`src/rtl/button_arbiter.sv`:
```
// Debounces a bank of raw buttons and issues one ready/valid event per clean single-button press.
// Multi-button presses are discarded with a one-cycle flag; a debounced full release re-arms.
module button_arbiter #(
  parameter int unsigned NUM_BUTTONS    = 14,
  parameter int unsigned DEBOUNCE_TICKS = 4
) (
  input  logic                           clk_i,
  input  logic                           rst_ni,
  input  logic                           tick_i,
  input  logic [NUM_BUTTONS-1:0]         buttons_i,
  input  logic                           button_ready_i,
  output logic                           button_valid_o,
  output logic [$clog2(NUM_BUTTONS)-1:0] button_idx_o,
  output logic                           multi_press_o,
  output logic                           busy_o
);

  localparam int unsigned IdxW = $clog2(NUM_BUTTONS);
  localparam int unsigned CntW = $clog2(DEBOUNCE_TICKS + 1);
  localparam logic [CntW-1:0] CntMax = CntW'(DEBOUNCE_TICKS);

  typedef enum logic [1:0] {StIdle, StPressDb, StIssue, StHeld} state_e;

  state_e                 state_q, state_d;
  logic [NUM_BUTTONS-1:0] sync1_q, sync_q;
  logic [NUM_BUTTONS-1:0] pattern_q, pattern_d;
  logic [CntW-1:0]        cnt_q, cnt_d, cnt_inc;
  logic                   multi_q, multi_d;
  logic                   db_step;

  always_ff @(posedge clk_i or negedge rst_ni) begin
    if (!rst_ni) begin
      sync1_q   <= '0;
      sync_q    <= '0;
      state_q   <= StIdle;
      pattern_q <= '0;
      cnt_q     <= '0;
      multi_q   <= 1'b0;
    end else begin
      sync1_q   <= buttons_i;
      sync_q    <= sync1_q;
      state_q   <= state_d;
      pattern_q <= pattern_d;
      cnt_q     <= cnt_d;
      multi_q   <= multi_d;
    end
  end

  always_comb begin
    state_d   = state_q;
    pattern_d = pattern_q;
    cnt_d     = cnt_q;
    multi_d   = 1'b0;
    db_step   = 1'b0;
    cnt_inc   = (cnt_q == CntMax) ? cnt_q : cnt_q + CntW'(1);

    unique case (state_q)
      StIdle: begin
        if (tick_i && (sync_q != '0)) begin
          state_d   = StPressDb;
          pattern_d = sync_q;
          cnt_d     = CntW'(1);
          db_step   = 1'b1;
        end
      end
      StPressDb: begin
        if (tick_i) begin
          if (sync_q == '0) begin
            state_d = StIdle;
            cnt_d   = '0;
          end else begin
            db_step = 1'b1;
            if (sync_q != pattern_q) begin
              pattern_d = sync_q;
              cnt_d     = CntW'(1);
            end else begin
              cnt_d = cnt_inc;
            end
          end
        end
      end
      StIssue: begin
        if (button_ready_i) begin
          state_d = StHeld;
          cnt_d   = '0;
        end
      end
      StHeld: begin
        if (tick_i) begin
          if (sync_q != '0) begin
            cnt_d = '0;
          end else if (cnt_inc == CntMax) begin
            state_d = StIdle;
            cnt_d   = '0;
          end else begin
            cnt_d = cnt_inc;
          end
        end
      end
    endcase

    // Settle decision also covers the entry tick so DEBOUNCE_TICKS=1 works.
    if (db_step && (cnt_d == CntMax)) begin
      if ((pattern_d & (pattern_d - NUM_BUTTONS'(1))) == '0) begin
        state_d = StIssue;
      end else begin
        state_d = StHeld;
        cnt_d   = '0;
        multi_d = 1'b1;
      end
    end
  end

  always_comb begin
    button_idx_o = '0;
    if (state_q == StIssue) begin
      for (int unsigned i = 0; i < NUM_BUTTONS; i++) begin
        if (pattern_q[i]) button_idx_o = IdxW'(i);
      end
    end
  end

  assign button_valid_o = (state_q == StIssue);
  assign multi_press_o  = multi_q;
  assign busy_o         = (state_q != StIdle);

endmodule

```
`config.mk`:
```
export PLATFORM = sky130hd
export DESIGN_NAME = button_arbiter
export DESIGN_NICKNAME = d
export VERILOG_FILES = /design/src/rtl/button_arbiter.sv
export SDC_FILE = /design/constraint.sdc
export NUM_CORES = 1
export LEC_CHECK = 0
export CORE_MARGIN = 4
export CORE_UTILIZATION = 63
export CTS_BUF_LIST = sky130_fd_sc_hd__clkbuf_4
export DETAILED_ROUTE_END_ITERATION = 8
export PLACE_DENSITY = 0.84
export SLEW_MARGIN = 20
export SYNTH_ARGS = -nofsm -noshare
export SYNTH_HDL_FRONTEND = slang
export SYNTH_SLANG_ARGS = --single-unit
```
`constraint.sdc`:
```
create_clock -name clk_i -period 4.2 [get_ports clk_i]
set_clock_uncertainty 0.15 [all_clocks]
set_input_delay 0.84 -clock clk_i [delete_from_list [all_inputs] [get_ports clk_i]]
set_output_delay 0.84 -clock clk_i [all_outputs]
set_load 0.02 [all_outputs]
```
==> impl_metrics.yaml, run 1 <==
run_status:
  status: "complete, no violations"
grt:
  grt_pass1_vias: 1718
  busiest_layer: "met2"
  grtUsageTotal_pct: 20.5
  grt_max_degree: 49
  grt_pass1_wl_mm: 8.19
  met2_usage_pct: 32.0
  grt.met1_usage_pct: 29.8
  antenna_found_initial: 0
  gr-usage-met3_pct: 4.12
  grt-ovfl-total: 0
power_and_ir_drop:
  ir_worst_vdd_mv: 0.348
  power.total_mw: 1.04
  p_per_area_nw_per_um2: 370
  power.leakage_nw: 1.14
setup_path:
  slowest_delay_ns: 0.67
  path_buf_inv: 1
  endpoint_kind: "output port"
  crit_fanout: 8
  cpMaxStageDelayCell: "clkdlybuf4s50_1"
  arrival_ns: 2.27
  timing.critical_path.cells: "o31ai_1 > nand2_1 > a2111oi_0 > clkdlybuf4s50_1"
  critPathTopFamily: "buffers and inverters"
  required_ns: 3.21
  critPathLaunchType: "register"
  path_class: "register to output port"
finish:
  drive_gt1_share_pct: 11.6
  final_cell_mix: "dfrtp_1 (48), clkdlybuf4s50_1 (23), o21ai_0 (18)"
  nets: 277
  num-fill-cells: 268
  area_growth_pct: 12.0
  fin_cells: 306
  final_common_cell: "dfrtp_1"
  antenna_cells: 0
logic_synthesis:
  avgSynthCellArea_um2: 10.3
  synth.area.top_cells: "dfrtp_1 (48%), mux2_2 (5.9%), xor2_1 (4.9%)"
  synth_top_area_cell: "dfrtp_1"
  synthesis.area_um2: 2500
  synth_top_area_share_pct: 48.0
  synth-async-reset-ratio_pct: 100
  synth_top_family_by_area: "compound AO/OA/AOI/OAI gates"
  yosys.area_share.simple_pct: 15.8
  synth-compound-area-share_pct: 17.2
  netlist_instances: 242
  yosysSeqAreaShare_pct: 48.0
  yosys_warnings: 0
  ys.flop_type: "dfrtp_1"
  synth_xor_area_share_pct: 4.90
  synthMuxAreaShare_pct: 7.75
  synth_fa_ha_area_share_pct: 1.80
  synth_edf_count: 0
  yosysUniqueCellTypes: 52
  synth_seq_cells: 48
  syn_nets: 262
routing:
  drt_iter0_drc: 107
  dr.pass1.iters: 4
  avgRoutedWirePerCell_um: 15.5
  vias: 1890
  post-route-drc-count: 0
  ant_nets: 0
  drt-total-wl_mm: 4.76
  routed_via_density: 6.18
die:
  die_h_um: 71.0
  core.rowCount: 22
  dieWidth_um: 71.0
  ios: 25
  core_um2: 3740
  start_util_pct: 66.8
  dieArea_um2: 5040
timing:
  fin_crit_sh_pct: 77.7
  setup_viol: 0
  whs_ns: 0.212
  maxSlewViolCount: 0
  max_freq_mhz: 307
  hold_viol: 0
  tightest_slew_ns: 0.558
  rsz0062_at_grt: "false"
  finalSetupTns_ns: 0
  fin_crit_ns: 3.26
  max_slew_margin_pct: 62.5
clocking:
  htree_num_levels: 2
  cts_tree: "built"
  cts_sinks: 48
  cts_buffers: 5
  hold_buffers: 0
  cts_setup_buffers: 0
  clkLatencyLatePin_ns: 0.36
  cts.repair.resized: 0
  cts_max_path_buffers: 2
  clk_pin_slew_ns: 0.14
  cts_root_buf: "clkbuf_4"
placed_design:
  portBuffers: 24
  gp_congestion: 0.914
  dp_cells: 298
  hpwl_mm: 3.51
flow_run:
  drv_cap: 0
worst_hold_path:
  hold_path_class: "register to register"
==> logic make-up (layout without fill, tap and decap cells) <==
logic type / after synthesis / count (layout)
compound gates: 61 / 61
xor+xnor: 14 / 14
fa+ha+maj: 4 / 4
buf+inv: 25 / 41
flops: 48 / 48
mux: 16 / 16
simple gates: 74 / 74
==> layer usage <==
metal	up-vias	wire length, um
li1	912	-
met1	920	2220
met2	53	2240
met3	5	250
met4	0	47
met5	-	0
==> sequential cells by signal, indices dropped and copies added, names as in the netlist <==
name / flops
cnt_q: 3
multi_press_o: 1
pattern_q: 14
state_q: 2
sync1_q: 14
sync_q: 14
==> worst paths after layout <==
kind | end | start | cells after the start | slack [ns]
max | button_idx_o[1] | pattern_q[4] | 4 | 0.94
min | sync_q[7] | sync1_q[7] | 0 | 0.21
max reg2reg | cnt_q[2] | sync_q[3] | 7 | 1.34
min reg2reg | sync_q[7] | sync1_q[7] | 0 | 0.21
max in group asynchronous | cnt_q[1] | rst_ni | 1 | 3.22
min in group asynchronous | sync_q[1] | rst_ni | 1 | 0.30
==> synth_stat cells (all sizes together) (2+ instances only) <==
cell type,n
maj3,2
mux2i,2
o21bai,3
a21oi,13
nand2,17
nand4b,2
buf,3
a21boi,2
nor3,8
nor2b,3
or4,2
nor2,15
nand2b,3
nand4,2
or3,3
o221ai,2
clkbuf,13
o21ai,18
dfrtp,48
inv,8
o41ai,3
nand3,4
o31ai,4
nor4,7
and3,4
a21o,2
xor2,14
mux2,14
ha,2
==> power breakdown <==
part | internal, mW | switching (mW)
Clock | 0.127 | 0.146
Combinational | 0.0957 | 0.0873
Sequential | 0.505 | 0.0741
==> final cells by class <==
type	count	area [um2]	share of cell area [%]
Multi-Input combinational cell	169	1180	42.3
Tap cell	48	60.1	2.14
Clock buffer	5	37.5	1.34
Sequential cell	48	1200	42.9
Timing Repair Buffer	24	238	8.49
Inverter	9	33.8	1.21
Clock inverter	3	46.3	1.65
==> per-stage QoR <==
stage	setup slack, ns	util, %	instance area (um2)
floorplan	1.26	-	2500
global placement	1.17	72.5	2720
detailed placement	1.13	72.5	2720
CTS	0.925	74.8	2800
global route	0.719	74.8	2800
finish	0.939	74.8	2800
==> worst reg2reg max path: stages (launching register included) <==
cell	delay (ns)
dfrtp_1	0.47
or4_4	0.57
nand2b_4	0.20
or2_1	0.38
o2111a_4	0.31
mux2_2	0.33
a41oi_2	0.25
a311oi_2	0.07
Power figures use the tool's default switching activity.
==> run 2: changes to the inputs <==
--- a/config.mk
+++ b/config.mk
@@ -6,10 +6,10 @@
 export NUM_CORES = 1
 export LEC_CHECK = 0
 export CORE_MARGIN = 4
-export CORE_UTILIZATION = 63
+export CORE_UTILIZATION = 59
 export CTS_BUF_LIST = sky130_fd_sc_hd__clkbuf_4
 export DETAILED_ROUTE_END_ITERATION = 8
-export PLACE_DENSITY = 0.84
+export PLACE_DENSITY = 0.79
 export SLEW_MARGIN = 20
 export SYNTH_ARGS = -nofsm -noshare
 export SYNTH_HDL_FRONTEND = slang
==> constraint.sdc (replaced) <==
create_clock -name clk_i -period 3.29 [get_ports clk_i]
set_clock_uncertainty 0.15 [all_clocks]
set_input_delay 0.658 -clock clk_i [delete_from_list [all_inputs] [get_ports clk_i]]
set_output_delay 0.658 -clock clk_i [all_outputs]
set_load 0.02 [all_outputs]
==> run 2 against run 1 <==
Against the previous run:
- sequential power grew 28%
- final cell count grew 0.65%
- routed wire length decreased by 0.84%
- largest power group unchanged
- setup slack got worse by 0.73 ns
- worst hold slack got worse by 0.099 ns
- power rose by 20%
- core utilization fell by 6.3 points
==> impl_metrics.yaml, run 2 (synthesis gave the netlist of run 1 again) <==
clocking:
  clk_pin_slew_ns: 0.14
  cts_sinks: 48
  htree_num_levels: 2
  hold_buffers: 0
  cts_setup_buffers: 0
  clkLatencyLatePin_ns: 0.37
  cts_root_buf: "clkbuf_4"
  cts_buffers: 5
  cts_max_path_buffers: 2
  cts_tree: "built"
  cts.repair.resized: 0
timing:
  setup_viol: 0
  finalSetupTns_ns: 0
  rsz0062_at_grt: "false"
  max_freq_mhz: 325
  tightest_slew_ns: 0.569
  max_slew_margin_pct: 62.1
  hold_viol: 0
  maxSlewViolCount: 0
  fin_crit_sh_pct: 93.7
  fin_crit_ns: 3.08
  setup_ws_ns: 0.209
setup_path:
  rr_worst_depth: 7
  crit_fanout: 5
  critPathLaunchType: "register"
  path_class: "register to output port"
  rrSetupSlack_ns: 0.44
  rr_endpoint: "cnt_q[2]"
  reg2reg_from: "sync_q[2]"
  required_ns: 2.48
  arrival_ns: 2.27
  endpoint_kind: "output port"
placed_design:
  hpwl_mm: 3.39
  placed_area_um2: 2720
  dp_cells: 300
  portBuffers: 24
  gp_congestion: 0.876
  post-place-ws_ns: 0.370
routing:
  vias: 1861
  avgRoutedWirePerCell_um: 15.3
  drt_iter0_drc: 104
  drt-total-wl_mm: 4.72
  ant_nets: 0
  routed_via_density: 6.04
  dr.pass1.iters: 4
  post-route-drc-count: 0
power_and_ir_drop:
  seqPwrFrac_pct: 59.3
  p_per_area_nw_per_um2: 449
  power_switching_uw: 394
  power.total_mw: 1.25
  internal_power_uw: 854
  swShare_pct: 31.6
  pwr-share-clk_pct: 22.1
  power.leakage_nw: 1.15
  ir_worst_vdd_mv: 0.354
  comb_power_share_pct: 18.6
grt:
  antenna_found_initial: 0
  grtUsageTotal_pct: 19.3
  grt_pass1_vias: 1692
  grt_max_degree: 49
  grt_pass1_wl_mm: 7.91
  grt-ovfl-total: 0
finish:
  drive_gt1_share_pct: 11.2
  nets: 277
  stdcell_area_um2: 2780
  final_common_cell: "dfrtp_1"
  final_cell_mix: "dfrtp_1 (48), clkdlybuf4s50_1 (22), o21ai_0 (18)"
  multi_input_area_um2: 1180
  antenna_cells: 0
  fin_cells: 308
  seq_area_um2: 1200
  reg.largest.list: "pattern_q (14), sync1_q (14), sync_q (14)"
  area_growth_pct: 11.2
  num-fill-cells: 325
die:
  dieArea_um2: 5350
  die_h_um: 73.1
  core_um2: 4060
  dieWidth_um: 73.1
  start_util_pct: 61.7
  core.rowCount: 23
  ios: 25
flow_run:
  drv_cap: 0
run_status:
  status: "complete, no violations"
worst_hold_path:
  hold_path_class: "input pin to async pin"
==> run 2: cell types whose count changed in the layout (fill, tap and decap cells not counted) <==
| cell | change |
|---|---|
| dlymetal6s2s_1 | +1 |
| bufinv_16 | -1 |
| clkinv_1 | +1 |
| clkdlybuf4s50_1 | -1 |
| inv_6 | +1 |
| clkinvlp_4 | -1 |
==> run 2: metrics by stage <==
stage | util (%) | hold slack [ns]
floorplan | - | 0.181
global placement | 67.0 | 0.182
detailed placement | 67.0 | 0.185
CTS | 68.4 | 0.210
global route | 68.5 | 0.149
finish | 68.5 | 0.113
==> run 2: metal layers <==
layer	GRT usage, %	part of all wire (%)
met1	27.9	49
met2	28.7	44
met3	4.41	5.1
met4	6.35	1.5
met5	0	0
==> run 2: power groups by stage <==
| stage | logic, mW | clock network, mW | registers [mW] |
|---|---|---|---|
| floorplan | 0.208 | 0 | 0.696 |
| global placement | 0.227 | 0 | 0.747 |
| detailed placement | 0.231 | 0 | 0.749 |
| CTS | 0.233 | 0.281 | 0.737 |
| global route | 0.263 | 0.307 | 0.752 |
| finish | 0.232 | 0.276 | 0.739 |
==> run 2: critical path, cell delays in order (launching register included) <==
cell	delay (ns)
dfrtp_1	0.47
nor2b_1	0.16
o21bai_1	0.06
a21oi_1	0.16
o21bai_1	0.09
a21oi_1	0.15
o21bai_1	0.07
a21oi_1	0.14
clkdlybuf4s50_1	0.62
==> run 2: layout make-up <==
type,instances,share of cell area (%)
Clock buffer,5,1.35
Clock inverter,3,0.765
Inverter,9,1.21
Multi-Input combinational cell,169,42.6
Sequential cell,48,43.2
Tap cell,50,2.25
Timing Repair Buffer,24,8.64
==> run 2: worst max path at each step <==
stage / startpoint / endpoint / slack (ns) / cells after the start
after CTS: pattern_q[4] / button_idx_o[1] / 0.15 / 4
after detailed placement: tick_i / cnt_q[2] / 0.37 / 8
after global placement: tick_i / cnt_q[2] / 0.43 / 5
after floorplan: pattern_q[4] / button_idx_o[1] / 0.54 / 4
after global routing: pattern_q[4] / button_idx_o[0] / 0.007 / 7
final: pattern_q[1] / button_idx_o[0] / 0.21 / 8
==> run 3: changes to the inputs <==
--- a/config.mk
+++ b/config.mk
@@ -5,7 +5,6 @@
 export SDC_FILE = /design/constraint.sdc
 export NUM_CORES = 1
 export LEC_CHECK = 0
-export CORE_MARGIN = 4
 export CORE_UTILIZATION = 59
 export CTS_BUF_LIST = sky130_fd_sc_hd__clkbuf_4
 export DETAILED_ROUTE_END_ITERATION = 8
@@ -14,3 +13,4 @@
 export SYNTH_ARGS = -nofsm -noshare
 export SYNTH_HDL_FRONTEND = slang
 export SYNTH_SLANG_ARGS = --single-unit
+export TNS_END_PERCENT = 20
==> constraint.sdc (replaced) <==
create_clock -name clk_i -period 3.15 [get_ports clk_i]
set_clock_uncertainty 0.15 [all_clocks]
set_input_delay 0.63 -clock clk_i [delete_from_list [all_inputs] [get_ports clk_i]]
set_output_delay 0.63 -clock clk_i [all_outputs]
set_load 0.02 [all_outputs]
==> run 3 against run 2 <==
Against the previous run:
- design area is 2.6% higher
- power is 17% higher
- sequential share of layout area is 1.1 points lower
- sequential power is 4.2% higher
- register-to-register slack worse by 0.14 ns
- final cell count is 0.65% higher
- critical endpoint is now button_idx_o[2]
- clock power is 59% higher
- count of clock-buffer cells in the layout stayed put
- largest power group unchanged
==> impl_metrics.yaml, run 3 (synthesis gave the netlist of run 1 again) <==
run_status:
  status: "complete, no violations"
clocking:
  hold_buffers: 0
  htree_num_levels: 2
  cts_setup_buffers: 0
  cts_sinks: 48
  clkLatencyLatePin_ns: 0.36
  cts_root_buf: "clkbuf_4"
  cts_max_path_buffers: 2
  clk_pin_slew_ns: 0.15
  cts_tree: "built"
  cts.repair.resized: 0
  cts_buffers: 5
die:
  ios: 25
  dieWidth_um: 67.1
  start_util_pct: 62.1
  core.rowCount: 23
  die_h_um: 67.1
  dieArea_um2: 4510
  core_um2: 4030
grt:
  grt_pass1_wl_mm: 7.47
  grt_max_degree: 49
  grt-ovfl-total: 0
  grt_pass1_vias: 1601
  grtUsageTotal_pct: 23.3
  antenna_found_initial: 0
finish:
  final_util_pct: 70.8
  nets: 279
  antenna_cells: 0
  drive_gt1_share_pct: 13.1
  final_cell_mix: "dfrtp_1 (47), clkdlybuf4s50_1 (21), o21ai_0 (18)"
  area_growth_pct: 14.1
  reg.largest.list: "pattern_q (14), sync1_q (14), sync_q (14)"
  final_common_cell: "dfrtp_1"
power_and_ir_drop:
  ir_worst_vdd_mv: 0.417
  p_per_area_nw_per_um2: 513
  power.leakage_nw: 1.20
placed_design:
  post-place-ws_ns: 0.294
  portBuffers: 24
  hpwl_mm: 3.33
  gp_congestion: 0.994
routing:
  ant_nets: 0
  dr.pass1.iters: 4
  avgRoutedWirePerCell_um: 14.9
  vias: 1820
  drt-total-wl_mm: 4.63
  drt_iter0_drc: 142
  top_layer: "met4"
  post-route-drc-count: 0
  routed_via_density: 5.87
  wl_met3_um: 259
  m1WireLength_mm: 2.24
  wl_met2_mm: 2.08
setup_path:
  arrival_ns: 2.15
  path_class: "register to output port"
  critPathLaunchType: "register"
  endpoint_kind: "output port"
  required_ns: 2.37
  crit_fanout: 9
timing:
  setup_ws_ns: 0.221
  setup_viol: 0
  fin_crit_ns: 2.93
  rsz0062_at_grt: "false"
  max_freq_mhz: 341
  fin_crit_sh_pct: 93.0
  maxSlewViolCount: 0
  finalSetupTns_ns: 0
  tightest_slew_ns: 0.568
  max_slew_margin_pct: 62.1
  hold_viol: 0
flow_run:
  drv_cap: 0
worst_hold_path:
  hold_path_class: "input pin to async pin"
run 3: worst paths after layout:
path | slack (ns) | start | cells past startpoint | to
max in group asynchronous | 2.35 | rst_ni | 1 | pattern_q[12]
min reg2reg | 0.20 | sync1_q[1] | 0 | sync_q[1]
max | 0.22 | pattern_q[8] | 4 | button_idx_o[2]
min | 0.08 | rst_ni | 1 | pattern_q[4]
min in group clk_i | 0.20 | sync1_q[1] | 0 | sync_q[1]
max reg2reg | 0.30 | sync_q[3] | 7 | cnt_q[2]
run 3: routing by layer:
metal | track usage (%) | vias to the layer above
li1 | - | 913
met2 | 34.5 | 45
met1 | 33.4 | 858
met4 | 7.18 | 0
met5 | 0 | -
met3 | 5.99 | 4
run 3: area by class of cell:
class | instances | area (um2)
fillers | 303 | 1170
repair buffers | 26 | 258
clock buffers | 5 | 37.5
inverters | 9 | 33.8
well taps | 50 | 62.6
clock inverters | 3 | 68.8
flip-flops and latches | 48 | 1200
multi-input cells | 169 | 1190
run 3: stage by stage:
stage | area, um2 | hold slack [ns] | instances | total power, mW
floorplan | 2500 | 0.181 | 242 | 0.945
global placement | 2730 | 0.182 | 302 | 1.02
detailed placement | 2730 | 0.185 | 302 | 1.03
CTS | 2840 | 0.203 | 310 | 1.47
global route | 2850 | 0.114 | 310 | 1.54
finish | 2850 | 0.0823 | 310 | 1.46
run 3: critical path: stages, from the launching register on:
cell and delay [ns]:
dfrtp_1 0.50, nor4_2 0.38, o41ai_1 0.16, a21oi_1 0.16
clkdlybuf4s50_1 0.61
run 3: power breakdown:
| part | leakage (nW) | switching [mW] | internal, mW |
|---|---|---|---|
| Combinational | 0.578 | 0.122 | 0.133 |
| Sequential | 0.565 | 0.0956 | 0.674 |
| Clock | 0.0558 | 0.189 | 0.250 |
